### src/rtl/bram_arbiter.sv
// bram_arbiter: shares one byte-wide BRAM port between two word-level
// requesters. A granted word request is sequenced as WORD_BYTES byte
// accesses, assembled little-endian (byte i at base+i, addresses wrap mod 256).
// Optional build macro ARB_FIXED_PRIO_EN: requester 0 always wins simultaneous
// requests. Without it the arbiter alternates between requesters (round-robin).
module bram_arbiter #(
   parameter int DATA_WIDTH = 8,
   parameter int WORD_BYTES = 2
) (
   input  logic                             clk,
   input  logic                             reset_n,
   input  logic [1:0]                       req,
   input  logic [1:0]                       we,
   input  logic [7:0]                       addr0,
   input  logic [7:0]                       addr1,
   input  logic [WORD_BYTES*DATA_WIDTH-1:0] wdata0,
   input  logic [WORD_BYTES*DATA_WIDTH-1:0] wdata1,
   output logic [1:0]                       gnt,
   output logic [1:0]                       done,
   output logic [WORD_BYTES*DATA_WIDTH-1:0] rdata,
   output logic                             busy,
   output logic                             bram_ena,
   output logic                             bram_we,
   output logic [7:0]                       bram_addr,
   output logic [DATA_WIDTH-1:0]            bram_din,
   input  logic [DATA_WIDTH-1:0]            bram_dout
);

   localparam int WW = WORD_BYTES * DATA_WIDTH;
   localparam int CW = 2;

   typedef enum logic [2:0] {IDLE, RD_ADDR, RD_DATA, WR, DONE} state_t;

   state_t          state_q;
   logic [CW-1:0]   cnt_q;
   logic            id_q;
   logic [7:0]      base_q;
   logic [WW-1:0]   wdata_q;
   logic [WW-1:0]   rbuf_q;
   logic [WW-1:0]   rdata_q;
   logic [1:0]      gnt_q;
   logic [1:0]      done_q;
   logic            busy_q;
   logic            ena_q;
   logic            bwe_q;
   logic [7:0]      baddr_q;
   logic [DATA_WIDTH-1:0] din_q;
`ifndef ARB_FIXED_PRIO_EN
   logic            rr_q;
`endif

   logic            gid_d;
   logic [7:0]      gaddr_d;
   logic [WW-1:0]   gwdata_d;
   logic [CW-1:0]   nxt_cnt_d;
   logic            last_d;
   logic [WW-1:0]   rbuf_d;
   logic [DATA_WIDTH-1:0] wbyte_d;

   // Pick the requester to serve if a grant happens this cycle
   always_comb begin
      gid_d = 1'b0;
`ifdef ARB_FIXED_PRIO_EN
      gid_d = ~req[0];
`else
      if (req == 2'b11) gid_d = rr_q;
      else              gid_d = req[1];
`endif
      gaddr_d  = gid_d ? addr1 : addr0;
      gwdata_d = gid_d ? wdata1 : wdata0;
   end

   // Byte-lane helpers: next counter, read-byte merge and next write byte
   always_comb begin
      nxt_cnt_d = cnt_q + 1'b1;
      last_d    = (cnt_q == CW'(WORD_BYTES - 1));
      rbuf_d    = rbuf_q;
      wbyte_d   = '0;
      for (int i = 0; i < WORD_BYTES; i++) begin
         if (cnt_q == CW'(i))     rbuf_d[i*DATA_WIDTH +: DATA_WIDTH] = bram_dout;
         if (nxt_cnt_d == CW'(i)) wbyte_d = wdata_q[i*DATA_WIDTH +: DATA_WIDTH];
      end
   end

   // Transfer sequencer; every output is a register set on state entry
   always_ff @(posedge clk or negedge reset_n) begin
      if (!reset_n) begin
         state_q <= IDLE;
         cnt_q   <= '0;
         id_q    <= 1'b0;
         base_q  <= '0;
         wdata_q <= '0;
         rbuf_q  <= '0;
         rdata_q <= '0;
         gnt_q   <= '0;
         done_q  <= '0;
         busy_q  <= 1'b0;
         ena_q   <= 1'b0;
         bwe_q   <= 1'b0;
         baddr_q <= '0;
         din_q   <= '0;
`ifndef ARB_FIXED_PRIO_EN
         rr_q    <= 1'b0;
`endif
      end else begin
         case (state_q)
            IDLE: begin
               if (|req) begin
                  id_q    <= gid_d;
                  base_q  <= gaddr_d;
                  wdata_q <= gwdata_d;
                  cnt_q   <= '0;
                  gnt_q   <= gid_d ? 2'b10 : 2'b01;
                  busy_q  <= 1'b1;
                  ena_q   <= 1'b1;
                  baddr_q <= gaddr_d;
                  if (we[gid_d]) begin
                     bwe_q   <= 1'b1;
                     din_q   <= gwdata_d[DATA_WIDTH-1:0];
                     state_q <= WR;
                  end else begin
                     state_q <= RD_ADDR;
                  end
               end
            end
            RD_ADDR: begin
               ena_q   <= 1'b0;
               state_q <= RD_DATA;
            end
            RD_DATA: begin
               rbuf_q <= rbuf_d;
               if (last_d) begin
                  rdata_q <= rbuf_d;
                  done_q  <= id_q ? 2'b10 : 2'b01;
                  state_q <= DONE;
               end else begin
                  cnt_q   <= nxt_cnt_d;
                  ena_q   <= 1'b1;
                  baddr_q <= base_q + 8'(nxt_cnt_d);
                  state_q <= RD_ADDR;
               end
            end
            WR: begin
               if (last_d) begin
                  ena_q   <= 1'b0;
                  bwe_q   <= 1'b0;
                  done_q  <= id_q ? 2'b10 : 2'b01;
                  state_q <= DONE;
               end else begin
                  cnt_q   <= nxt_cnt_d;
                  baddr_q <= base_q + 8'(nxt_cnt_d);
                  din_q   <= wbyte_d;
               end
            end
            DONE: begin
               done_q  <= '0;
               gnt_q   <= '0;
               busy_q  <= 1'b0;
`ifndef ARB_FIXED_PRIO_EN
               rr_q    <= ~id_q;
`endif
               state_q <= IDLE;
            end
            default: state_q <= IDLE;
         endcase
      end
   end

   assign gnt       = gnt_q;
   assign done      = done_q;
   assign rdata     = rdata_q;
   assign busy      = busy_q;
   assign bram_ena  = ena_q;
   assign bram_we   = bwe_q;
   assign bram_addr = baddr_q;
   assign bram_din  = din_q;

endmodule

### config.mk
export PLATFORM = sky130hd
export DESIGN_NAME = bram_arbiter
export DESIGN_NICKNAME = d
export VERILOG_FILES = /design/src/rtl/bram_arbiter.sv
export SDC_FILE = /design/constraint.sdc
export NUM_CORES = 1
export LEC_CHECK = 0
export CAP_MARGIN = 5
export CORE_MARGIN = 4
export CORE_UTILIZATION = 45
export DETAILED_ROUTE_END_ITERATION = 16
export GPL_TIMING_DRIVEN = 0
export PLACE_DENSITY = 0.72
export SLEW_MARGIN = 20
export SYNTH_ARGS = -nofsm -noshare
export SYNTH_HDL_FRONTEND = slang
export SYNTH_SLANG_ARGS = --single-unit
### constraint.sdc
create_clock -name clk -period 4.55 [get_ports clk]
set_input_delay 0.91 -clock clk [delete_from_list [all_inputs] [get_ports clk]]
set_output_delay 0.91 -clock clk [all_outputs]
set_load 0.03 [all_outputs]
==> results of run 1 <==
## through the flow
| step | hold slack, ns | setup TNS (ns) | utilization (%) | instances |
|---|---|---|---|---|
| 6_report | 0.482 | 0 | 65.3 | 569 |
| 5_1_grt | 0.494 | 0 | 65.3 | 569 |
| 4_1_cts | 0.484 | 0 | 65.3 | 569 |
| 3_5_place_dp | 0.464 | 0 | 61.8 | 553 |
| 3_3_place_gp | 0.459 | -16.24 | 61.5 | 552 |
| 2_1_floorplan | 0.450 | 0 | - | 350 |
## flip-flops by register name (all words and copies together), names as in the netlist, 2 cells and up
register	cells
rdata	16
wdata_q	16
base_q	8
bram_addr	8
bram_din	8
rbuf_q	8
state_q	3
cnt_q	2
done	2
gnt	2
## routing by layer
layer / track usage, % / vias to the layer above / share of wire, %
li1: - / 1453 / -
met1: 24.6 / 1509 / 44
met2: 32.7 / 83 / 48
met3: 5.17 / 10 / 6.3
met4: 6.30 / 0 / 1.2
met5: 0 / - / 0
## placed cells by master, fill, tap and decap left out, types with 2 or more instances in the layout
cell type / Yosys / layout
o21a_1: 2 / 2
clkbuf_1: 7 / 7
nand2_1: 65 / 65
a211oi_1: 4 / 4
a21oi_1: 18 / 18
buf_4: 2 / 3
a21o_1: 5 / 5
or3_1: 2 / 2
a221oi_1: 9 / 9
bufinv_16: 0 / 4
a22o_1: 2 / 2
buf_2: 9 / 9
dfrtp_1: 78 / 78
nand2b_1: 2 / 2
nor2_1: 15 / 15
nor2b_1: 3 / 3
nand3_1: 3 / 3
mux2i_1: 32 / 32
ha_1: 5 / 5
a31oi_1: 2 / 2
mux2_2: 17 / 17
nand2_2: 2 / 2
clkdlybuf4s50_1: 0 / 99
o21ai_1: 22 / 22
buf_6: 3 / 3
o21ai_0: 14 / 14
o221a_2: 2 / 2
xnor2_1: 4 / 4
clkbuf_8: 0 / 9
inv_1: 6 / 6
## path summary, 6_finish.rpt
kind                                      startpoint                     end  slack, ns  cells after the start
worst max register to register  cnt_q[0]$_DFFE_PN0P_   rbuf_q[1]$_DFFE_PN0P_       2.27                      5
worst min-delay path                         reset_n        busy$_DFFE_PN0P_       0.48                      1
max in group asynchronous                    reset_n   rbuf_q[1]$_DFFE_PN0P_       3.50                      2
worst max-delay path                          req[0]  wdata_q[8]$_DFFE_PN0P_       1.97                      7
worst min register to register  rdata[8]$_DFFE_PN0P_    rdata[8]$_DFFE_PN0P_       0.49                      2
min in group clk                rdata[8]$_DFFE_PN0P_    rdata[8]$_DFFE_PN0P_       0.49                      2
## cells by family after synthesis
| logic type | count (synthesis) | share of synthesized area, % |
|---|---|---|
| XOR/XNOR | 5 | 1.18 |
| multiplexers | 49 | 13.7 |
| adder cells (fa/ha/maj) | 6 | 2.22 |
| AO/OA/AOI/OAI | 87 | 15.2 |
| buffers and inverters | 27 | 3.83 |
| flip-flops | 78 | 52.4 |
| AND/OR/NAND/NOR | 98 | 11.5 |
## power by group through the flow
stage               Combinational [W]  Sequential, W  Clock (W)
floorplan                     0.00103        0.00157          0
global placement              0.00202        0.00125          0
detailed placement            0.00206        0.00126          0
CTS                           0.00208        0.00125   0.000701
global route                  0.00223        0.00130   0.000733
finish                        0.00206        0.00125   0.000690
## layout make-up
| type | instances | share of cell area (%) |
|---|---|---|
| buffer | 21 | 2.33 |
| clock buffer | 9 | 2.41 |
| clock inverter | 7 | 2.82 |
| inverter | 6 | 0.438 |
| multi-input combinational | 245 | 31.7 |
| sequential | 78 | 37.9 |
| tap | 102 | 2.48 |
| timing repair buffer | 101 | 19.9 |
==> flow_metrics.env, run 1 <==
export IMPL_crit_buf_inv=3
export IMPL_n_fill_cell=653
export IMPL_critPathLaunchType="input pin"
export IMPL_grt_pass1_vias=3233
export IMPL_arrival_ns=2.81
export IMPL_vias=3055
export IMPL_power_switching_w=0.00163
export IMPL_p_clk_share_pct=17.2
export IMPL_ios=101
export IMPL_placed_area_sq_um=4880
export IMPL_row_count=32
export IMPL_crit_required_ns=4.78
export IMPL_setup_viol=0
export IMPL_period_needed_ns=2.58
export IMPL_async_reset_ff_share_pct=100
export IMPL_cts_tree="built"
export IMPL_clockBufferDepth=2
export IMPL_synth_common_cells="dfrtp_1 (78), nand2_1 (65), mux2i_1 (32)"
export IMPL_yosys_area_top_type="dfrtp_1"
export IMPL_grt_pass1_wl_mm=15.4
export IMPL_hpwl_mm=6.81
export IMPL_wirelength_mm=9.35
export IMPL_register_area_sq_um=1950
export IMPL_cts_root_buf="clkbuf_8"
export IMPL_hold_class="input pin to async pin"
export IMPL_final_area_sq_um=5150
export IMPL_die_h_um=99.0
export IMPL_antenna_found_initial=0
export IMPL_maxCapViolCount=0
export IMPL_hold_violations=0
export IMPL_power_density_nw_per_um2=777
export IMPL_multi_input_area_sq_um=1630
export IMPL_synth_area_leaders="dfrtp_1 (52%), mux2i_1 (8.6%), nand2_1 (6.6%), mux2_2 (5.1%), o21ai_1 (3.0%)"
export IMPL_synth_top_flop_cell="dfrtp_1"
export IMPL_postSynthCellCount=350
export IMPL_yosysSeqAreaShare_pct=52.4
export IMPL_worstSkewPairLatency_ns=0.35
export IMPL_slew_viol_final=0
export IMPL_comb_power_share_pct=51.4
export IMPL_critPathMaxStageDelay_ns=0.49
export IMPL_synth_edf_count=0
export IMPL_synth_area_sq_um=3720
export IMPL_drt_initial_drc_count=90
export IMPL_cts_made_buffers=9
export IMPL_final_layout_size_suffix_gt1_share_pct=12.4
export IMPL_synth_distinct_cells=42
export IMPL_wire_per_inst_um=16.4
export IMPL_swShare_pct=40.7
export IMPL_hold_buffers=0
export IMPL_ctsHtreeMaxLevel=3
export IMPL_die_w_um=99.0
export IMPL_ys_warn_count=0
export IMPL_yosysTopAreaCellShare_pct=52.4
export IMPL_synth_seq_cells=78
export IMPL_total_power_w=0.00400
export IMPL_postSynthAreaPerCell_sq_um=10.6
export IMPL_cts_resized=0
export IMPL_grt_overflow=0
export IMPL_crit_type="input pin to flop"
export IMPL_ir_worst_vdd_v=0.000409
export IMPL_slew_headroom_pct=51.2
export IMPL_core_area_sq_um=7890
export IMPL_status="completed"
export IMPL_worstPathCellList="clkdlybuf4s50_1, nand2b_1, nand2_2, buf_4, buf_2, mux2i_1, o21ai_0"
export IMPL_initial_utilization_pct=47.2
export IMPL_crit_path_end_kind="flop"
export IMPL_internal_power_w=0.00237
export IMPL_grt_setup_unrepaired="no"
export IMPL_leakagePower_nw=2.33
export IMPL_worst_slack_ns=1.97
export IMPL_cts_sinks=78
export IMPL_first_pass_iters=4
export IMPL_gp_congestion=0.841
export IMPL_drcViolationCount=0
export IMPL_cp_top_family="buffers and inverters"
export IMPL_syn2layout_area_growth_pct=38.2
export IMPL_synth_most_common_cell="dfrtp_1"
export IMPL_die_area_sq_um=9800
export IMPL_cp_max_fo=10
export IMPL_path_clk_slew_ns=0.08
export IMPL_pre_cts_slack_ns=1.63
export IMPL_grt_usage_pct=19.5
export IMPL_fmax_mhz=387
export IMPL_via_per_inst=5.37
export IMPL_tightest_slew_ns=0.728
export IMPL_antenna_cells=0
export IMPL_nets=530
export IMPL_power_frac_seq_pct=31.4
export IMPL_post_cts_setup_buffers=0
export IMPL_timing_critical_path_slowest_stage_cell="clkdlybuf4s50_1"
export IMPL_fin_worst_skew_ns=0.0123
export IMPL_final_antenna_net_count=0
export IMPL_port_buffers=100
export IMPL_syn_num_nets=418
export IMPL_grt_max_degree=51
export IMPL_period_share_pct=56.8
Note: power is estimated with default switching activity, not from simulation.
==> run 2, diff against run 1 <==
==> constraint.sdc (replaced) <==
create_clock -name clk -period 2.6 [get_ports clk]
set_input_delay 0.52 -clock clk [delete_from_list [all_inputs] [get_ports clk]]
set_output_delay 0.52 -clock clk [all_outputs]
set_load 0.03 [all_outputs]
==> results of run 2 <==
Same layout as run 1 (identical final DEF). Status: completed.
Among the figures that moved: setup slack after placement 1.63 ns -> 0.0665 ns; setup slack after layout 1.97 ns -> 0.317 ns; hold slack 0.482 ns -> 0.0921 ns; start point of the critical path req[0] -> cnt_q[0]$_DFFE_PN0P_; end point of the critical path wdata_q[8]$_DFFE_PN0P_ -> rbuf_q[1]$_DFFE_PN0P_; register-to-register setup slack 2.27 ns -> 0.32 ns; total power 0.00400 W -> 0.00700 W; worst IR drop on VDD 0.000409 V -> 0.000716 V
